$ cat config.mk
export PLATFORM = sky130hd
export DESIGN_NAME = aurora_tx_arbiter
export DESIGN_NICKNAME = d
export VERILOG_FILES = /design/src/rtl/aurora_tx_arbiter.sv
export SDC_FILE = /design/constraint.sdc
export NUM_CORES = 1
export LEC_CHECK = 0
export ABC_AREA = 1
export CORE_ASPECT_RATIO = 1.1
export CORE_MARGIN = 2
export CORE_UTILIZATION = 28
export DETAILED_ROUTE_END_ITERATION = 10
export MAX_ROUTING_LAYER = met4
export PLACE_DENSITY = 0.95
export SYNTH_ARGS = -nofsm -noshare
export SYNTH_HDL_FRONTEND = slang
export SYNTH_SLANG_ARGS = --single-unit
$ cat constraint.sdc
create_clock -name io_clk -period 2.65 [get_ports io_clk]
set_input_delay 0.53 -clock io_clk [delete_from_list [all_inputs] [get_ports io_clk]]
set_output_delay 0.53 -clock io_clk [all_outputs]
set_load 0.03 [all_outputs]
$ cat src/rtl/aurora_tx_arbiter.sv
// Two-source frame-atomic arbiter onto an Aurora user TX stream.
// Define TX_ARB_STATS_EN to build the sent/drop statistics counters.
module aurora_tx_arbiter #(
    parameter  int DATA_W = 32,
    parameter  int CNT_W  = 16,
    localparam int KEEP_W = DATA_W / 8
) (
    input  logic              io_clk,
    input  logic              reset_n,
    input  logic              channel_up,
    input  logic [DATA_W-1:0] s0_tdata,
    input  logic [KEEP_W-1:0] s0_tkeep,
    input  logic              s0_tlast,
    input  logic              s0_tvalid,
    output logic              s0_tready,
    input  logic [DATA_W-1:0] s1_tdata,
    input  logic [KEEP_W-1:0] s1_tkeep,
    input  logic              s1_tlast,
    input  logic              s1_tvalid,
    output logic              s1_tready,
    output logic [DATA_W-1:0] tx_data,
    output logic [KEEP_W-1:0] tx_tkeep,
    output logic              tx_tlast,
    output logic              tx_tvalid,
    input  logic              tx_tready,
    output logic [1:0]        grant,
    output logic              frame_drop,
    output logic [CNT_W-1:0]  sent0_cnt,
    output logic [CNT_W-1:0]  sent1_cnt,
    output logic [CNT_W-1:0]  drop_cnt
);

    typedef enum logic [1:0] {
        IDLE,
        GRANT0,
        GRANT1,
        FLUSH
    } state_t;

    state_t state_q, state_d;
    logic   last_owner_q, last_owner_d;
    logic   flush_src_q, flush_src_d;
    logic   drop_q, drop_d;

    logic              sel;
    logic [DATA_W-1:0] m_data;
    logic [KEEP_W-1:0] m_keep;
    logic              m_last;
    logic              m_valid;

    // Source currently owning the stream, or being drained after an abort.
    assign sel = (state_q == GRANT1) ||
                 ((state_q == FLUSH) && flush_src_q);

    assign m_data  = sel ? s1_tdata  : s0_tdata;
    assign m_keep  = sel ? s1_tkeep  : s0_tkeep;
    assign m_last  = sel ? s1_tlast  : s0_tlast;
    assign m_valid = sel ? s1_tvalid : s0_tvalid;

    always_ff @(posedge io_clk or negedge reset_n) begin
        if (!reset_n) begin
            state_q      <= IDLE;
            last_owner_q <= 1'b1;
            flush_src_q  <= 1'b0;
            drop_q       <= 1'b0;
        end else begin
            state_q      <= state_d;
            last_owner_q <= last_owner_d;
            flush_src_q  <= flush_src_d;
            drop_q       <= drop_d;
        end
    end

    always_comb begin
        state_d      = state_q;
        last_owner_d = last_owner_q;
        flush_src_d  = flush_src_q;
        drop_d       = 1'b0;
        tx_data      = '0;
        tx_tkeep     = '0;
        tx_tlast     = 1'b0;
        tx_tvalid    = 1'b0;
        s0_tready    = 1'b0;
        s1_tready    = 1'b0;
        grant        = 2'b00;
        case (state_q)
            IDLE: begin
                if (channel_up) begin
                    if (s0_tvalid && s1_tvalid) begin
                        state_d = last_owner_q ? GRANT0 : GRANT1;
                    end else if (s0_tvalid) begin
                        state_d = GRANT0;
                    end else if (s1_tvalid) begin
                        state_d = GRANT1;
                    end
                end
            end
            GRANT0, GRANT1: begin
                tx_data   = m_data;
                tx_tkeep  = m_keep;
                tx_tlast  = m_last;
                tx_tvalid = m_valid;
                s0_tready = !sel && tx_tready;
                s1_tready = sel && tx_tready;
                grant     = sel ? 2'b10 : 2'b01;
                // A completing beat wins over a simultaneous link loss.
                if (m_valid && tx_tready && m_last) begin
                    state_d      = IDLE;
                    last_owner_d = sel;
                end else if (!channel_up) begin
                    state_d     = FLUSH;
                    flush_src_d = sel;
                    drop_d      = 1'b1;
                end
            end
            FLUSH: begin
                s0_tready = !sel;
                s1_tready = sel;
                if (m_valid && m_last) begin
                    state_d      = IDLE;
                    last_owner_d = sel;
                end
            end
            default: begin
                state_d = IDLE;
            end
        endcase
    end

    assign frame_drop = drop_q;

`ifdef TX_ARB_STATS_EN
    logic [CNT_W-1:0] sent0_q, sent1_q, dropc_q;
    logic             sent0_inc, sent1_inc;

    assign sent0_inc = (state_q == GRANT0) && s0_tvalid &&
                       tx_tready && s0_tlast;
    assign sent1_inc = (state_q == GRANT1) && s1_tvalid &&
                       tx_tready && s1_tlast;

    always_ff @(posedge io_clk or negedge reset_n) begin
        if (!reset_n) begin
            sent0_q <= '0;
            sent1_q <= '0;
            dropc_q <= '0;
        end else begin
            if (sent0_inc) sent0_q <= sent0_q + CNT_W'(1);
            if (sent1_inc) sent1_q <= sent1_q + CNT_W'(1);
            if (drop_d)    dropc_q <= dropc_q + CNT_W'(1);
        end
    end

    assign sent0_cnt = sent0_q;
    assign sent1_cnt = sent1_q;
    assign drop_cnt  = dropc_q;
`else
    assign sent0_cnt = '0;
    assign sent1_cnt = '0;
    assign drop_cnt  = '0;
`endif

endmodule

==> flow_summary.json <==
{
  "clkSinkCount": 5,
  "vias": 1770,
  "worstPathCellList": "ha_1 -> nand2_2 -> nand2_4 -> buf_4 -> nand2_2 -> a21oi_1 -> buf_4",
  "ys_types": 21,
  "die_x_microns": 69.7,
  "synth-xor-area-share": 0,
  "hold_violations": 0,
  "finalCritPeriodShare": 0.918,
  "cts_hold_buffers": 0,
  "critical_path_required_ns": 2.12,
  "synth_area_leaders": "buf_4 29%, nor2_1 21%, o21ai_0 13%",
  "cts_tree": "done",
  "viasPerCell": 4.39,
  "start_util": 0.288,
  "ant_nets": 0,
  "seq_area_frac_synth": 0.0949,
  "slew_violations": 0,
  "finalNonFillerCells": 403,
  "cp_slowest_cell": "dfrtp_1",
  "globalRouteOverflowTotal": 0,
  "rrSetupSlack_ns": 0.65,
  "synthMuxAreaShare": 0,
  "synth_edf_count": 0,
  "portBuffers": 122,
  "finClkSkew_ns": 0.00231,
  "die_area_sq_um": 5320,
  "synthSimpleGateAreaFrac": 0.340,
  "min_from": "last_owner_q$_DFFE_PN1P_",
  "grt_max_degree": 41,
  "slowest_delay_ns": 0.40,
  "clock_latency_ns": 0.22,
  "n_antenna_cell": 0,
  "grt_pass1_vias": 1726,
  "syn_avg_cell_area_sq_um": 5.81,
  "dp.cells": 399,
  "die_h_microns": 76.3,
  "dr.pass1.iters": 4,
  "synthToLayoutAreaGrowth_pct": 77.4,
  "syn_inst": 229,
  "setup_slack_ns": 0.218,
  "final_nets": 434,
  "gp_congestion": 0.922,
  "wire_per_inst_microns": 10.9,
  "drc": 0,
  "cts_max_level": 1,
  "placementRows": 26,
  "synth_flop_cell": "dfrtp_1",
  "preCtsSetupSlack_ns": -0.00747,
  "synth_compound_gate_area_share": 0.170,
  "vdd_ir_drop_max_uv": 712,
  "synth_top_area_share": 0.288,
  "drv_cap": 0,
  "synthArstFlopShare": 1.00,
  "ios": 171,
  "r2r_cells": 11,
  "path_max_fanout": 40,
  "wirelength_mm": 4.40,
  "min_path_cells": 2,
  "cts.clk_slew.worst_paths_ns": 0.03,
  "drive_gt1_frac": 0.182,
  "fillCellCount": 447,
  "syn_area_sq_um": 1330,
  "reg2reg_to": "state_q[1]$_DFFE_PN0P_",
  "holdPathEnd": "last_owner_q$_DFFE_PN1P_",
  "fmax_mhz": 411,
  "hold_path_class": "reg -> reg",
  "grt_usage": 0.165,
  "grt_first_pass_wirelength_mm": 7.32,
  "yosysTopAreaCell": "buf_4",
  "power_mw": 3.22,
  "final-setup-viol-count": 0,
  "post_cts_resized": 1,
  "dp_hpwl_mm": 3.61,
  "powerDensity_nw_per_um2": 1360,
  "ys_warn_count": 0,
  "r2r_start": "state_q[1]$_DFFE_PN0P_",
  "clock_path_buffers": 2,
  "arrival_ns": 1.90,
  "status": "complete, no violations",
  "drt_iter0_drc": 67,
  "antenna_found_initial": 0,
  "rsz0062_at_grt": "no",
  "numCtsBuffers": 3,
  "post_cts_buffers": 0,
  "root_buffer": "clkbuf_8",
  "startpoint": "state_q[1]$_DFFE_PN0P_",
  "cp-end-kind": "output pin",
  "synth.most_common_cell": "nor2_1",
  "synth.ff_latch_count": 5,
  "core_area_sq_um": 4620,
  "min_period_ns": 2.43,
  "path_class": "reg -> out",
  "synth_top_family_by_area": "simple AND/OR/NAND/NOR gates",
  "p_leak_nw": 1.18,
  "synthAdderAreaFrac": 0.0564,
  "start_kind": "flop",
  "netlist_top_cells_count": "74 x nor2_1, 51 x buf_4, 34 x o21ai_0"
}
per-layer routing:
metal | track usage | part of all wire
met1 | 0.165 | 0.36
met2 | 0.318 | 0.55
met3 | 0.0278 | 0.077
met4 | 0.0558 | 0.0089
met5 | - | 0
stage by stage:
stage                     hold slack [ns]  cell area (sq um)  setup TNS (ns)  utilization
after floorplan                     0.234               1510               0            -
after global placement              0.459               2320               0        0.502
after detailed placement            0.466               2320        -0.00747        0.502
after CTS                           0.472               2360               0        0.511
after global routing                0.503               2360               0        0.511
final                               0.477               2360               0        0.511
power breakdown:
group	internal [mW]	switching (mW)
clock network	0.103	0.0341
registers	0.116	0.0264
logic	0.995	1.95
worst max-delay path by stage:
stage	to	slack [ns]	cells after the start
after floorplan	tx_data[0]	0.43	9
after global placement	s1_tready	0.01	5
after detailed placement	s1_tready	-0.007	5
after CTS	tx_tvalid	0.23	8
after global routing	tx_data[22]	0.01	8
final	tx_tvalid	0.22	7
area by class of cell:
class | instances | area [sq um] | area share
Sequential cell | 5 | 126 | 0.0535
Timing Repair Buffer | 127 | 1160 | 0.491
Multi-Input combinational cell | 204 | 935 | 0.396
Inverter | 7 | 26.3 | 0.0111
Tap cell | 56 | 70.1 | 0.0297
Clock buffer | 4 | 45.0 | 0.0191
critical path, delay by kind of cell (launching register included):
family / cells / cell delay, ns
buffers and inverters: 2 / 0.53
adders and majority gates: 1 / 0.28
AOI/OAI and AO/OA: 1 / 0.19
and+or+nand+nor: 3 / 0.28
DFF: 1 / 0.40
cell families after synthesis:
kind of cell	after synthesis
other	1
buffers and inverters	67
AOI/OAI and AO/OA	44
adders and majority gates	6
and+or+nand+nor	106
DFF	5
registers in the layout, summed over array words and instances (netlist names):
| register | count |
|---|---|
| state_q | 2 |
| frame_drop | 1 |
| flush_src_q | 1 |
| last_owner_q | 1 |
layout by cell type, fill, tap and decap left out, drive strengths merged, types with 3 or more instances in the layout:
cell type / count
nand3: 8
conb: 48
nor2: 75
o21ai: 39
buf: 44
ha: 6
dfrtp: 4
a21oi: 4
clkdlybuf4s50: 82
clkbuf: 4
inv: 7
or2: 3
nand2: 20
Note: power is estimated with default switching activity, not from simulation.
